===== src/rtl/bonus_effect_ctrl_if.sv =====
// Signal bundle between the falling-bonus array / game core and the bonus effect controller.
// The master side drives frame, slot and life-loss inputs; the slave side returns layer and effect state.
interface bonus_effect_ctrl_if;
    logic             startOfFrame;
    logic [15:0]      bonusDrawReq;
    logic [15:0][7:0] bonusRGB;
    logic [15:0][2:0] outBonusCode;
    logic             lifeLost;

    logic             bonusLayerDrawReq;
    logic [7:0]       bonusLayerRGB;
    logic             widePaddle;
    logic             slowBall;
    logic             doubleScore;
    logic [3:0]       lives;
    logic             gameOver;

    modport master (
        output startOfFrame, bonusDrawReq, bonusRGB, outBonusCode, lifeLost,
        input  bonusLayerDrawReq, bonusLayerRGB, widePaddle, slowBall, doubleScore, lives, gameOver
    );

    modport slave (
        input  startOfFrame, bonusDrawReq, bonusRGB, outBonusCode, lifeLost,
        output bonusLayerDrawReq, bonusLayerRGB, widePaddle, slowBall, doubleScore, lives, gameOver
    );
endinterface


===== src/rtl/bonus_effect_ctrl.sv =====
// Merges the 16 bonus slots into one video layer and turns caught bonuses into timed
// game effects and extra lives; owns the lives counter.
module bonus_effect_ctrl #(
    parameter int unsigned DURATION_FRAMES = 600,
    parameter int unsigned TIMER_W         = 10,
    parameter int unsigned INIT_LIVES      = 3,
    parameter int unsigned MAX_LIVES       = 9
) (
    input logic                clk,
    input logic                reset,
    bonus_effect_ctrl_if.slave bus
);

    localparam logic [TIMER_W-1:0] DUR    = TIMER_W'(DURATION_FRAMES);
    localparam logic [3:0]         INIT_L = 4'(INIT_LIVES);
    localparam logic [3:0]         MAX_L  = 4'(MAX_LIVES);

    localparam int unsigned EFF_WIDE   = 0;
    localparam int unsigned EFF_SLOW   = 1;
    localparam int unsigned EFF_DOUBLE = 2;

    logic                      draw_d, draw_q;
    logic [7:0]                rgb_d, rgb_q;
    logic [15:0][2:0]          code_prev_q;
    logic [15:0]               catch_ev;
    logic [15:0]               pending_d, pending_q;
    logic [15:0][2:0]          pend_code_d, pend_code_q;
    logic                      svc_valid;
    logic [3:0]                svc_idx;
    logic [2:0]                svc_code;
    logic [2:0]                load;
    logic                      extra_life;
    logic [2:0][TIMER_W-1:0]   timer_d, timer_q;
    logic [2:0]                eff_q;
    logic [3:0]                lives_d, lives_q;
    logic                      go_q;

    // Draw merge: lowest-index requesting slot wins the colour.
    always_comb begin
        draw_d = |bus.bonusDrawReq;
        rgb_d  = 8'h00;
        for (int i = 15; i >= 0; i--) begin
            if (bus.bonusDrawReq[i]) rgb_d = bus.bonusRGB[i];
        end
    end

    // A catch is only the 0 -> non-zero transition of a slot code.
    always_comb begin
        catch_ev = '0;
        for (int i = 0; i < 16; i++) begin
            catch_ev[i] = (bus.outBonusCode[i] != 3'd0) && (code_prev_q[i] == 3'd0);
        end
    end

    always_comb begin
        svc_valid = 1'b0;
        svc_idx   = 4'd0;
        for (int i = 15; i >= 0; i--) begin
            if (pending_q[i]) begin
                svc_valid = 1'b1;
                svc_idx   = 4'(i);
            end
        end
    end

    assign svc_code = pend_code_q[svc_idx];

    always_comb begin
        pending_d   = pending_q;
        pend_code_d = pend_code_q;
        if (svc_valid) pending_d[svc_idx] = 1'b0;
        for (int i = 0; i < 16; i++) begin
            if (catch_ev[i]) begin
                pending_d[i]   = 1'b1;
                pend_code_d[i] = bus.outBonusCode[i];
            end
        end
    end

    assign load[EFF_WIDE]   = svc_valid && (svc_code == 3'd1);
    assign load[EFF_SLOW]   = svc_valid && (svc_code == 3'd2);
    assign load[EFF_DOUBLE] = svc_valid && (svc_code == 3'd4);
    assign extra_life       = svc_valid && (svc_code == 3'd3);

    // Reload has priority over the frame decrement; re-catches restart rather than stack.
    always_comb begin
        timer_d = timer_q;
        for (int e = 0; e < 3; e++) begin
            if (load[e]) begin
                timer_d[e] = DUR;
            end else if (bus.startOfFrame && (timer_q[e] != '0)) begin
                timer_d[e] = timer_q[e] - 1'b1;
            end
        end
    end

    always_comb begin
        lives_d = lives_q;
        if (extra_life && bus.lifeLost) begin
            if (lives_q == 4'd0) lives_d = 4'd1;
        end else if (extra_life) begin
            if (lives_q < MAX_L) lives_d = lives_q + 4'd1;
        end else if (bus.lifeLost && (lives_q != 4'd0)) begin
            lives_d = lives_q - 4'd1;
        end
    end

    always_ff @(posedge clk or posedge reset) begin
        if (reset) begin
            draw_q      <= 1'b0;
            rgb_q       <= 8'h00;
            code_prev_q <= '0;
            pending_q   <= '0;
            pend_code_q <= '0;
            timer_q     <= '0;
            eff_q       <= '0;
            lives_q     <= INIT_L;
            go_q        <= 1'b0;
        end else begin
            draw_q      <= draw_d;
            rgb_q       <= rgb_d;
            code_prev_q <= bus.outBonusCode;
            pending_q   <= pending_d;
            pend_code_q <= pend_code_d;
            timer_q     <= timer_d;
            for (int e = 0; e < 3; e++) eff_q[e] <= (timer_q[e] != '0);
            lives_q     <= lives_d;
            go_q        <= (lives_q == 4'd0);
        end
    end

    assign bus.bonusLayerDrawReq = draw_q;
    assign bus.bonusLayerRGB     = rgb_q;
    assign bus.widePaddle        = eff_q[EFF_WIDE];
    assign bus.slowBall          = eff_q[EFF_SLOW];
    assign bus.doubleScore       = eff_q[EFF_DOUBLE];
    assign bus.lives             = lives_q;
    assign bus.gameOver          = go_q;

endmodule


===== src/flat_wrapper.sv =====
// flat-port wrapper written by rule: the top's interface ports become plain ports
module bonus_effect_ctrl_flat 
#(
    parameter int unsigned DURATION_FRAMES = 600,
    parameter int unsigned TIMER_W         = 10,
    parameter int unsigned INIT_LIVES      = 3,
    parameter int unsigned MAX_LIVES       = 9
)
  (clk, reset, bus_startOfFrame, bus_bonusDrawReq, bus_bonusRGB, bus_outBonusCode, bus_lifeLost, bus_bonusLayerDrawReq, bus_bonusLayerRGB, bus_widePaddle, bus_slowBall, bus_doubleScore, bus_lives, bus_gameOver);
  bonus_effect_ctrl_if bus_i ();
  input logic clk;
  input logic reset;
  input wire logic [$bits(bus_i.startOfFrame)-1:0] bus_startOfFrame;
  input wire logic [$bits(bus_i.bonusDrawReq)-1:0] bus_bonusDrawReq;
  input wire logic [$bits(bus_i.bonusRGB)-1:0] bus_bonusRGB;
  input wire logic [$bits(bus_i.outBonusCode)-1:0] bus_outBonusCode;
  input wire logic [$bits(bus_i.lifeLost)-1:0] bus_lifeLost;
  output wire logic [$bits(bus_i.bonusLayerDrawReq)-1:0] bus_bonusLayerDrawReq;
  output wire logic [$bits(bus_i.bonusLayerRGB)-1:0] bus_bonusLayerRGB;
  output wire logic [$bits(bus_i.widePaddle)-1:0] bus_widePaddle;
  output wire logic [$bits(bus_i.slowBall)-1:0] bus_slowBall;
  output wire logic [$bits(bus_i.doubleScore)-1:0] bus_doubleScore;
  output wire logic [$bits(bus_i.lives)-1:0] bus_lives;
  output wire logic [$bits(bus_i.gameOver)-1:0] bus_gameOver;
  assign bus_i.startOfFrame = bus_startOfFrame;
  assign bus_i.bonusDrawReq = bus_bonusDrawReq;
  assign bus_i.bonusRGB = bus_bonusRGB;
  assign bus_i.outBonusCode = bus_outBonusCode;
  assign bus_i.lifeLost = bus_lifeLost;
  assign bus_bonusLayerDrawReq = bus_i.bonusLayerDrawReq;
  assign bus_bonusLayerRGB = bus_i.bonusLayerRGB;
  assign bus_widePaddle = bus_i.widePaddle;
  assign bus_slowBall = bus_i.slowBall;
  assign bus_doubleScore = bus_i.doubleScore;
  assign bus_lives = bus_i.lives;
  assign bus_gameOver = bus_i.gameOver;
  bonus_effect_ctrl #(.DURATION_FRAMES(DURATION_FRAMES), .TIMER_W(TIMER_W), .INIT_LIVES(INIT_LIVES), .MAX_LIVES(MAX_LIVES)) u_core (.clk(clk), .reset(reset), .bus(bus_i));
endmodule

===== config.mk =====
export PLATFORM = sky130hd
export DESIGN_NAME = bonus_effect_ctrl_flat
export DESIGN_NICKNAME = d
export VERILOG_FILES = /design/src/rtl/bonus_effect_ctrl_if.sv /design/src/rtl/bonus_effect_ctrl.sv /design/src/flat_wrapper.sv
export SDC_FILE = /design/constraint.sdc
export NUM_CORES = 1
export LEC_CHECK = 0
export CAP_MARGIN = 20
export CORE_ASPECT_RATIO = 1.25
export CORE_MARGIN = 1
export CORE_UTILIZATION = 49
export DETAILED_ROUTE_END_ITERATION = 12
export PLACE_DENSITY = 0.91
export SYNTH_ARGS = -nofsm -noshare
export SYNTH_HDL_FRONTEND = slang
export SYNTH_SLANG_ARGS = --single-unit

===== constraint.sdc =====
create_clock -name clk -period 5.8 [get_ports clk]
set_clock_uncertainty 0.1 [all_clocks]
set_input_delay 0.87 -clock clk [delete_from_list [all_inputs] [get_ports clk]]
set_output_delay 0.87 -clock clk [all_outputs]
set_load 0.01 [all_outputs]

==> out/qor.yml <==
clocking:
  h-tree-depth: 4
  clkTransAtPathRegs_ns: 0.06
  cts_tree: "built"
  cts-root-buf: "clkbuf_16"
  cts_buffer_depth: 2
  clk_latency_ns: 0.43
  cts_setup_buffers: 0
  cts_buffers: 17
  cts_hold_buffers: 0
  cts_resized: 0
  clock-sinks: 159
layout:
  area_growth_pct: 36.65
  finalNetCount: 1186
  n_fill_cell: 1150
  drive_gt1_share_pct: 6.928
yosys:
  synth_ff_type: "dfrtp_1"
  async_flop_share_pct: 100.0
  synth_warnings: 0
  avgSynthCellArea_um2: 10.10
  yosysUniqueCellTypes: 82
  synth_edf_count: 0
  yosysSeqAreaShare_pct: 50.95
  synthesis.instances: 774
  synth_nets: 976
  syn_area_um2: 7814
  synth_seq_cells: 159
floorplanning:
  placementRows: 51
  die_height_um: 143.2
  core_area_um2: 15570
  initial_core_util_pct: 50.18
  dieArea_um2: 16460
  ios: 213
  fp.dieW_um: 114.9
routing:
  via_per_inst: 5.863
  routed-via-count: 7094
  first_pass_iters: 5
  totalWireLength_um: 22540
  ant_nets: 0
  wire_per_inst_um: 18.62
  drc: 0
  dr.first_iter.drc_count: 431
setup_path:
  critPathKind: "flop to flop"
  crit_arrival_ns: 4.57
  worstPathRequired_ns: 6.00
  path_max_fanout: 10
  crit_path_end_kind: "flop"
  critPathLaunchType: "flop"
timing:
  setup_slack_ns: 1.424
  drv_slew: 0
  relSlewSlack_pct: 41.98
  finalHoldViolCount: 0
  max_clock_freq_mhz: 228.5
  rsz0062_at_grt: "no"
  tightest_slew_ns: 0.8681
  setup_viol: 0
  setup_tns_ns: 0
  post-route-min-period_ns: 4.376
  period_share_pct: 75.44
  hold_slack_ns: 0.3872
outcome:
  status: "completed"
global_route:
  antenna_found_initial: 2
  grt_pass1_vias: 7335
  track_usage_pct: 28.62
  gr-total-overflow: 0
  grt_first_pass_wirelength_um: 35910
  grt_max_degree: 80
power_and_ir_drop:
  p_leak_nw: 4.306
  finalPower_mw: 4.003
  ir_drop_mv: 0.2791
  power_density_nw_per_um2: 374.9
place:
  post-place-ws_ns: 1.438
  io_buffers: 212
  place_hpwl_um: 16950
  routabilityCongestion: 0.9355
hold_path:
  holdCritPathClass: "flop to flop"
run:
  max_cap_violations: 0
## final timing paths
| check | end | startpoint | slack (ns) | cells after the start |
|---|---|---|---|---|
| setup / recovery | u_core.bus.lives[3] | u_core.pending_q[3] | 1.42 | 13 |
| hold / removal | u_core.pend_code_q[3] | u_core.pend_code_q[3] | 0.39 | 2 |
| setup reg to reg | u_core.bus.lives[3] | u_core.pending_q[3] | 1.42 | 13 |
| hold reg to reg | u_core.pend_code_q[3] | u_core.pend_code_q[3] | 0.39 | 2 |
| max in group asynchronous | u_core.code_prev_q[14] | reset | 3.63 | 3 |
| min in group asynchronous | u_core.pend_code_q[19] | reset | 0.84 | 2 |
## placed cells by master (no fill, tap or decap), drive strengths merged, types with 10 or more instances in the layout
cell / count
nor3: 34
dfrtp: 157
o21ai: 48
nand2: 105
a221oi: 10
o31ai: 21
nor2: 54
nand3: 13
xnor2: 16
clkbuf: 19
a211oi: 15
a22o: 37
inv: 25
nor4: 11
nor2b: 23
o22ai: 14
clkdlybuf4s50: 212
a21oi: 30
a22oi: 10
## cells by family (layout without fill, tap and decap cells)
logic type	count (synthesis)	after routing	synth area share, %
compound gates	232	232	21.54
flops	159	159	50.95
xor+xnor	25	25	2.802
buf+inv	48	270	2.658
simple gates	291	291	19.02
fa+ha+maj	6	6	1.057
other cells	0	2	0
mux	13	13	1.969
## cells in the mapped netlist, drive strengths merged (11+ instances only)
master | instances | area [um2]
nand2 | 105 | 396.6
xnor2 | 16 | 140.1
nor2b | 23 | 143.9
o21ai | 48 | 240.2
a22o | 37 | 324.1
a21oi | 30 | 150.1
nand3 | 13 | 65.06
nor2 | 54 | 202.7
dfrtp | 157 | 3929
o22ai | 14 | 100.1
nor3 | 34 | 186.4
a211oi | 15 | 130.1
clkbuf | 18 | 67.56
inv | 23 | 86.33
nor4 | 11 | 105.1
o31ai | 21 | 157.7
## metrics by stage
| step | std cells | util [%] | cell area, um2 |
|---|---|---|---|
| 6_report | 1210 | 68.58 | 10680 |
| 5_1_grt | 1210 | 68.58 | 10680 |
| 3_3_place_gp | 1177 | 64.91 | 10110 |
| 4_1_cts | 1208 | 68.55 | 10670 |
| 3_5_place_dp | 1177 | 64.91 | 10110 |
| 2_1_floorplan | 774 | - | 7814 |
## layout make-up
type	count	area (um2)	area share (%)
Timing Repair Buffer	214	2137	20.01
Inverter	25	98.84	0.9257
Tap cell	212	265.3	2.484
Sequential cell	159	3981	37.29
Clock inverter	12	112.6	1.055
Clock buffer	19	452.9	4.242
Multi-Input combinational cell	567	3625	33.95
Antenna cell	2	5.005	0.04687
## layer usage
layer,wire (um),vias to the layer above,GRT usage [%]
met5,0,-,0
met3,1248,67,5.051
met4,1098,0,16.95
met2,12310,283,53.71
li1,-,3299,-
met1,7874,3445,29.32
## power by group
part	internal (mW)	switching (mW)
logic	0.665	0.737
registers	1.32	0.212
clock network	0.613	0.454
total	2.60	1.40
## sequential cells by signal (all words and copies together), names as in the netlist
signal	count
u_core.eff_q	3
u_core.timer_q	30
u_core.pending_q	16
u_core.code_prev_q	48
u_core.bus.lives	4
u_core.bus.bonusLayerDrawReq	1
u_core.bus.gameOver	1
u_core.bus.bonusLayerRGB	8
u_core.pend_code_q	48
## worst max-delay path, stage by stage, from the launching register on
cell	delay (ns)
dfrtp_1	0.46
or4_1	0.71
a31oi_2	0.33
a21oi_1	0.08
o21a_1	0.12
a311o_2	0.36
o22ai_2	0.26
and4_4	0.40
inv_1	0.08
ha_1	0.28
a21o_1	0.11
a21oi_1	0.09
or3_2	0.41
mux4_2	0.47
No activity file was read; power rests on OpenSTA's default activity.
